### src/rtl/capt_pkg.sv
// Shared definitions for the capture scheduler: FSM state encoding, default
// limits and the descriptor length legality check.
package capt_pkg;

  typedef enum logic [1:0] {
    ST_IDLE,
    ST_ISSUE,
    ST_BUSY,
    ST_ERROR
  } capt_state_t;

  localparam int DEF_MAX_PKT_BYTES  = 1518;
  localparam int DEF_TIMEOUT_CYCLES = 65535;

  // Length is end - begin in 32-bit unsigned arithmetic, so begin > end wraps huge.
  function automatic logic desc_len_ok(input logic [31:0] b,
                                       input logic [31:0] e,
                                       input int          max_bytes);
    logic [31:0] len;
    len = e - b;
    return (len != 32'd0) && (len <= 32'(max_bytes));
  endfunction

endpackage

### src/rtl/capt_watchdog.sv
// BUSY-phase watchdog: counts cycles while run is high and flags expiry
// during the last permitted cycle so the FSM can leave on the next edge.
module capt_watchdog #(
  parameter int TIMEOUT_CYCLES = 65535
) (
  input  logic clk,
  input  logic reset,
  input  logic clear,
  input  logic run,
  output logic expired
);

  localparam int CW = $clog2(TIMEOUT_CYCLES + 1);

  logic [CW-1:0] cnt;

  always_ff @(posedge clk or negedge reset) begin
    if (!reset) begin
      cnt <= '0;
    end else if (clear) begin
      cnt <= '0;
    end else if (run && !expired) begin
      cnt <= cnt + 1'b1;
    end
  end

  assign expired = run && (cnt == CW'(TIMEOUT_CYCLES - 1));

endmodule

### src/rtl/capt_sched.sv
// Capture scheduler: accepts packet descriptors, issues one write per packet
// and supervises completion. Statistics counters exist only with CAPT_SCHED_STATS_EN.
module capt_sched
  import capt_pkg::*;
#(
  parameter int TIMEOUT_CYCLES = DEF_TIMEOUT_CYCLES,
  parameter int MAX_PKT_BYTES  = DEF_MAX_PKT_BYTES
) (
  input  logic        clk,
  input  logic        reset,
  input  logic        enable,
  input  logic        err_clear,
  input  logic        desc_valid,
  output logic        desc_ready,
  input  logic [31:0] desc_begin,
  input  logic [31:0] desc_end,
  input  logic [31:0] seconds,
  input  logic [31:0] nanoseconds,
  output logic        wr_start,
  output logic [31:0] pkt_begin,
  output logic [31:0] pkt_end,
  output logic [31:0] ts_seconds,
  output logic [31:0] ts_nanoseconds,
  input  logic        wr_done,
  output logic        busy,
  output logic        err,
  output logic [31:0] pkt_count,
  output logic [31:0] drop_count,
  output logic [31:0] byte_count
);

  capt_state_t state, state_next;
  logic        accept;
  logic        wd_run;
  logic        wd_expired;

  always_ff @(posedge clk or negedge reset) begin
    if (!reset) begin
      state <= ST_IDLE;
    end else begin
      state <= state_next;
    end
  end

  // wr_done wins over expiry so a completion in the final allowed cycle still counts.
  always_comb begin
    state_next = state;
    accept     = 1'b0;
    wr_start   = 1'b0;
    case (state)
      ST_IDLE: begin
        if (desc_valid && enable && desc_len_ok(desc_begin, desc_end, MAX_PKT_BYTES)) begin
          accept     = 1'b1;
          state_next = ST_ISSUE;
        end
      end
      ST_ISSUE: begin
        wr_start   = 1'b1;
        state_next = ST_BUSY;
      end
      ST_BUSY: begin
        if (wr_done) begin
          state_next = ST_IDLE;
        end else if (wd_expired) begin
          state_next = ST_ERROR;
        end
      end
      ST_ERROR: begin
        if (err_clear) begin
          state_next = ST_IDLE;
        end
      end
      default: state_next = ST_IDLE;
    endcase
  end

  // Gated with reset so every output reads zero while reset is held.
  assign desc_ready = reset && (state == ST_IDLE);
  assign busy       = (state == ST_ISSUE) || (state == ST_BUSY);
  assign err        = (state == ST_ERROR);
  assign wd_run     = (state == ST_BUSY);

  always_ff @(posedge clk or negedge reset) begin
    if (!reset) begin
      pkt_begin      <= '0;
      pkt_end        <= '0;
      ts_seconds     <= '0;
      ts_nanoseconds <= '0;
    end else if (accept) begin
      pkt_begin      <= desc_begin;
      pkt_end        <= desc_end;
      ts_seconds     <= seconds;
      ts_nanoseconds <= nanoseconds;
    end
  end

  capt_watchdog #(
    .TIMEOUT_CYCLES(TIMEOUT_CYCLES)
  ) u_watchdog (
    .clk    (clk),
    .reset  (reset),
    .clear  (!wd_run),
    .run    (wd_run),
    .expired(wd_expired)
  );

`ifdef CAPT_SCHED_STATS_EN
  logic drop_desc;
  logic complete;

  assign drop_desc = (state == ST_IDLE) && desc_valid && !accept;
  assign complete  = (state == ST_BUSY) && wr_done;

  // Counters wrap naturally at 2^32.
  always_ff @(posedge clk or negedge reset) begin
    if (!reset) begin
      pkt_count  <= '0;
      drop_count <= '0;
      byte_count <= '0;
    end else begin
      if (drop_desc) begin
        drop_count <= drop_count + 32'd1;
      end
      if (complete) begin
        pkt_count  <= pkt_count + 32'd1;
        byte_count <= byte_count + (pkt_end - pkt_begin);
      end
    end
  end
`else
  assign pkt_count  = '0;
  assign drop_count = '0;
  assign byte_count = '0;
`endif

endmodule

### config.mk
export PLATFORM = sky130hd
export DESIGN_NAME = capt_sched
export DESIGN_NICKNAME = d
export VERILOG_FILES = /design/src/rtl/capt_pkg.sv /design/src/rtl/capt_watchdog.sv /design/src/rtl/capt_sched.sv
export SDC_FILE = /design/constraint.sdc
export NUM_CORES = 1
export LEC_CHECK = 0
export BUFFER_PORTS_ARGS = -buffer_cell sky130_fd_sc_hd__buf_2
export CAP_MARGIN = 20
export CORE_ASPECT_RATIO = 1.5
export CORE_MARGIN = 3
export CORE_UTILIZATION = 50
export DETAILED_ROUTE_END_ITERATION = 10
export PLACE_DENSITY = 0.83
export SLEW_MARGIN = 5
export SYNTH_ARGS = -nofsm -noshare
export SYNTH_HDL_FRONTEND = slang
export SYNTH_HIERARCHICAL = 1
export SYNTH_SLANG_ARGS = --single-unit
### constraint.sdc
create_clock -name clk -period 2.6 [get_ports clk]
set_input_delay 0.52 -clock clk [delete_from_list [all_inputs] [get_ports clk]]
set_output_delay 0.52 -clock clk [all_outputs]
set_load 0.03 [all_outputs]
# After elaboration in Yosys (flattened, before gate mapping)

Index checks and enable logic that the tools add are counted.

Flip-flop bits (word level): 146
Input bits: 134
Output and inout port bits: 228
Word-level logic and storage cells: 38

Add/subtract/negate cells: 2
$lt $le $gt $ge: 1
Equal/unequal tests: 8
Muxes and demuxes: 10
Reduce and logical (&&, ||, !) cells: 11

Operators with widths:

| cell                                                                     | number |
|---|---|
| 32-bit by 11-bit <= comparator with 1-bit output (second input constant) | 1 |
| 16-bit two-way mux                                                       | 2 |
| 32-bit nonzero test                                                      | 1 |
| 32-bit subtractor                                                        | 1 |
| 16-bit by 1-bit adder with 16-bit output (second input constant)         | 1 |
| 16-bit == test (second input constant)                                   | 1 |
| 2-bit two-way mux                                                        | 4 |
| 2-bit one-hot mux with 4 select lines                                    | 1 |
| 1-bit logical AND                                                        | 6 |
| 2-bit inequality test (second input constant)                            | 3 |
| 2-bit == test (second input constant)                                    | 2 |
| 1-bit two-way mux                                                        | 3 |
| 3-bit inequality test (second input constant)                            | 1 |
| 3-bit AND reduction                                                      | 1 |
| 2-bit by 1-bit == test with 1-bit output (second input constant)         | 1 |
| 2-bit zero test                                                          | 1 |
| 1-bit zero test                                                          | 1 |
| 1-bit logical OR                                                         | 1 |

# Depth between registers and ports, before layout

Depth after elaboration: 6
Gate-level depth with buffers: 15
Depth with buffers taken out: 13

# By module

Netlist, hierarchy kept.

By module, submodules not included:

| module        | instances | cells an instance | area each (sq um) | sequential area each (sq um) |
|---|---|---|---|---|
| capt_sched    | 1         | 745               | 8455.6            | 3253.1 |
| capt_watchdog | 1         | 106               | 962.2             | 400.4 |

# Least setup slack after synthesis

No wires, ideal clock.

Path type: input-to-reg
Start: input desc_end[0]
End: register pkt_begin[10]
Setup time: 0.127 ns
Arrival: 3.886 ns
Required time: 2.473 ns
Path slack: -1.414 ns
Cell stages on the path: 15
Path buffers: 2
Cells stage by stage: inv_1 -> ha_1 -> fa_1 -> and2b_1 -> o2111ai_1 -> a211oi_2 -> nor3_1 -> o311a_1 -> or4_4 -> nor4_4 -> nand4_2 -> nor2_4 -> buf_12 -> buf_12 -> mux2_1

Longest elaborated chain between the ends: 6
Elaborated cells on any way between the ends: 7
Those cells by class: 1 x add/sub; 1 x order compare; 2 x mux; 3 x reduce/logical

RTL lines:

| element                                                                                        | RTL line         | RTL |
|---|---|---|
| start, declared                                                                                | capt_sched.sv:16 | `input logic [31:0] desc_end,` |
| 32-bit subtractor (*)                                                                          | capt_pkg.sv:20   | `len = e - b;` |
| 32-bit by 11-bit <= comparator with 1-bit output / 32-bit nonzero test (equally long branches) | capt_pkg.sv:21   | `return (len != 32'd0) && (len <= 32'(max_bytes));` |
| 1-bit logical AND (*)                                                                          | capt_pkg.sv:21   |  |
| 1-bit logical AND (*)                                                                          | capt_sched.sv:52 | `if (desc_valid && enable && desc_len_ok(desc_begin, desc_end, MAX_PKT_BYTES)) begin` |
| 1-bit two-way mux (*)                                                                          | capt_sched.sv:52 |  |
| 1-bit two-way mux (*)                                                                          | capt_sched.sv:50 | `case (state)` |
| end signal, assigned                                                                           | capt_sched.sv:90 | `pkt_begin <= desc_begin;` |
| end, declared                                                                                  | capt_sched.sv:20 | `output logic [31:0] pkt_begin,` |

Every way passes the cells marked *; elsewhere a longest branch is shown, timed or not.
A chain may end at the register's enable or synchronous reset.

# Final worst setup path

Start: input desc_end[0]
End: register pkt_end[27]

Longest elaborated chain between the ends: 6
Elaborated cells on any way between the ends: 7
Those cells by class: 1 x add/sub; 1 x order compare; 2 x mux; 3 x reduce/logical

RTL lines:

| element                                                                                        | RTL line         | RTL |
|---|---|---|
| 32-bit subtractor (*)                                                                          | capt_pkg.sv:20   |  |
| 32-bit by 11-bit <= comparator with 1-bit output / 32-bit nonzero test (equally long branches) | capt_pkg.sv:21   |  |
| 1-bit logical AND (*)                                                                          | capt_pkg.sv:21   |  |
| 1-bit logical AND (*)                                                                          | capt_sched.sv:52 |  |
| 1-bit two-way mux (*)                                                                          | capt_sched.sv:52 |  |
| 1-bit two-way mux (*)                                                                          | capt_sched.sv:50 |  |
| end signal, assigned                                                                           | capt_sched.sv:91 | `pkt_end <= desc_end;` |
| end, declared                                                                                  | capt_sched.sv:21 | `output logic [31:0] pkt_end,` |

Marked as above.

==> results.cfg <==
[power_and_ir_drop]
clkPwrFrac_pct = 38.4
swShare_pct = 32.0
seqPwrFrac_pct = 35.9
intPower_w = 0.00439
p_leak_nw = 6.96
ir_drop_v = 0.000398
power_density_nw_per_um2 = 495
combPwrFrac_pct = 25.7
switching_power_w = 0.00206

[clocking]
cts_max_path_buffers = 2
hold_buffers = 0
clk_pin_slew_worst_paths_ps = 70
cts.sink_count = 146
worstSkewPairLatency_ps = 420
cts-root-buf = clkbuf_16
cts_buffers = 17
cts_max_level = 4
cts_tree = built

[critical_path]
crit_buf_inv = 7
critPathLaunchType = primary input
cpLargestDelayFamily = simple AND/OR/NAND/NOR gates
cp_max_fo = 5
path_depth = 19
r2r-end = state[0]
startpoint = desc_end[0]
crit_arrival_ps = 4250
path_class = in2reg
reg2reg_depth = 9
crit_chain = buf_8 -> inv_8 -> ha_4 -> fa_2 -> and2b_1 -> o2111ai_2 -> a211oi_4 -> buf_6 -> o31ai_4 -> nand3_1 -> or4b_4 -> nor4_4 -> nand4_2 -> nor2_4 -> buf_6 -> buf_12 -> buf_12 -> clkbuf_16 -> mux2_4
endpoint_kind = flop
worst-r2r-setup-slack_ps = 130
crit_required_ps = 2910
critPathCapture = pkt_end[27]
crit_slowest_cell = or4b_4
slowest_delay_ps = 480
r2r_start = u_watchdog/cnt[3]

[synthesis]
yosysWarnings = 6
ys_types = 73
syn_avg_cell_area_um2 = 11.1
synth_seq_area_share_pct = 38.8
synth_area_um2 = 9420
synth-edff-count = 0
yosysMostFrequentCell = dfrtp_1
async_flop_share_pct = 100
netlist.area_leader.share_pct = 38.8
yosys-top-cells-count = dfrtp_1 (146), buf_4 (96), mux2_4 (80)
netlist_top_cells_area = dfrtp_1 (39%), mux2_4 (13%), buf_4 (7.7%)
synth_flop_cell = dfrtp_1
synth_cells = 851
yosysTopAreaCell = dfrtp_1
ys_ff_latch = 146

[floorplanning]
die_area_um2 = 20600
rows = 60
die_height_um = 174
start_util_pct = 51.6
die-width_um = 118
io_pins = 362
core_um2 = 18200

[sta]
setup_viol = 130
tns_ps = -167300
fmax_mhz = 254
fin_skew_ps = 7.66
period_needed_ps = 3940
relSlewSlack_pct = 47.6
hold_violations = 0
slew_viol_final = 0
worst_slew_pin_slew_ps = 786
post-route-period-util_pct = 152
grt_setup_unrepaired = true
setup_ws_ps = -1340

[routing]
drc_errors = 0
avgViaCountPerCell = 5.33
drt_first_iter_violations = 538
drt_wl_total_mm = 28.4
first_pass_iters = 7
drtAntennaViolNets = 0
vias = 8173
wl_per_cell_um = 18.6

[placed_design]
place_hpwl_mm = 20.1
io_buffers = 265
place_area_um2 = 11700
gp_congestion = 0.879

[min_path]
hold_path_class = in2async

[final_layout]
seqCellArea_um2 = 3650
nFillCells = 1243
fin_area_um2 = 13000
drive_above_1_share_pct = 49.3
multi_input_area_um2 = 5170
syn_to_final_growth_pct = 38.3
final_nets = 1444

[global_routing]
antenna_found_initial = 2
grt-ovfl-total = 0
grt_pass1_vias = 8525
grt_use_total_pct = 26.2
grt_pass1_wl_mm = 43.5
grt_start_max_net_pins = 147

[run_status]
status = finished with violations
violations = negative setup slack

[run]
drv_cap = 0
==> kinds of logic (layout without fill, tap and decap cells) <==
| logic type | count (synthesis) | after routing | synth area share [%] |
|---|---|---|---|
| AO/OA/AOI/OAI | 161 | 161 | 11.3 |
| XOR/XNOR | 14 | 14 | 1.30 |
| adder cells (fa/ha/maj) | 39 | 39 | 5.26 |
| buffers and inverters | 174 | 511 | 13.0 |
| flip-flops | 146 | 146 | 38.8 |
| multiplexers | 139 | 139 | 19.8 |
| other | 1 | 98 | 0.0398 |
| AND/OR/NAND/NOR | 177 | 177 | 10.5 |
==> registers in the layout (all words and copies together) (netlist names) <==
name            flops
pkt_begin          32
pkt_end            32
state               2
ts_nanoseconds     32
ts_seconds         32
u_watchdog/cnt     16
==> worst min path at each step <==
stage,start,slack [ps],to,cells past startpoint
floorplan,reset,220,pkt_begin[0],0
finish,reset,260,pkt_begin[24],2
global route,seconds[23],300,ts_seconds[23],2
global placement,ts_seconds[27],460,ts_seconds[27],1
detailed placement,pkt_end[4],470,pkt_end[4],1
CTS,seconds[23],300,ts_seconds[23],2
==> layer usage <==
metal / global-route usage, % / wire (um)
met3: 4.36 / 1380
met2: 50.3 / 15500
met1: 26.8 / 10100
met4: 13.6 / 1450
met5: 0 / 0
==> worst register-to-register path, cell delays in order (launching register included) <==
cell	delay [ps]
dfrtp_1	450
nand4_2	150
nor3_1	300
and3_1	230
o21ai_0	210
a21oi_1	160
nor4b_1	310
nand4_1	240
o21ai_2	140
mux2i_1	190
==> cell type report <==
| type | instances | area share [%] |
|---|---|---|
| Antenna cell | 2 | 0.0384 |
| Sequential cell | 146 | 28.0 |
| Tap cell | 248 | 2.38 |
| Clock inverter | 13 | 1.15 |
| Multi-Input combinational cell | 626 | 39.7 |
| Inverter | 44 | 1.33 |
| Clock buffer | 18 | 3.37 |
| Timing Repair Buffer | 436 | 24.0 |
==> layout by cell type, fill, tap and decap left out, types with 9 or more instances in the layout <==
master       n
buf_2      262
dfrtp_1    146
buf_4      133
mux2_4     122
conb_1      96
a21oi_1     51
inv_1       43
nand2_1     39
ha_1        36
nor2_1      32
o21ai_0     22
clkbuf_16   21
nand4_1     14
nand3_1     14
buf_12      12
xnor2_1     11
a21o_1      10
or3_1       10
or4_1        9
buf_16       9
==> metrics by stage <==
stage	utilization [%]	power, W	hold WS [ps]	setup WS [ps]	std cells
global placement	63.9	0.00389	463	-1600	1473
global route	71.4	0.00674	297	-1510	1533
floorplan	-	0.00341	224	-1270	946
detailed placement	63.9	0.00393	472	-1690	1473
CTS	70.3	0.00643	300	-1220	1527
finish	71.4	0.00645	261	-1340	1533
==> power groups by stage <==
| stage | combinational, W | sequential, W | clock (W) |
|---|---|---|---|
| after floorplan | 0.00106 | 0.00235 | 0 |
| after global placement | 0.00153 | 0.00235 | 0 |
| after detailed placement | 0.00157 | 0.00236 | 0 |
| after CTS | 0.00160 | 0.00231 | 0.00251 |
| after global routing | 0.00179 | 0.00232 | 0.00264 |
| final | 0.00166 | 0.00232 | 0.00247 |
==> repair_timing <==
action	CTS	global route
setup buffers	13	1
cloned	10	4
gates resized for setup	47	23
pin swaps	7	7
setup endpoints to repair	130	130
Power figures use the tool's default switching activity.
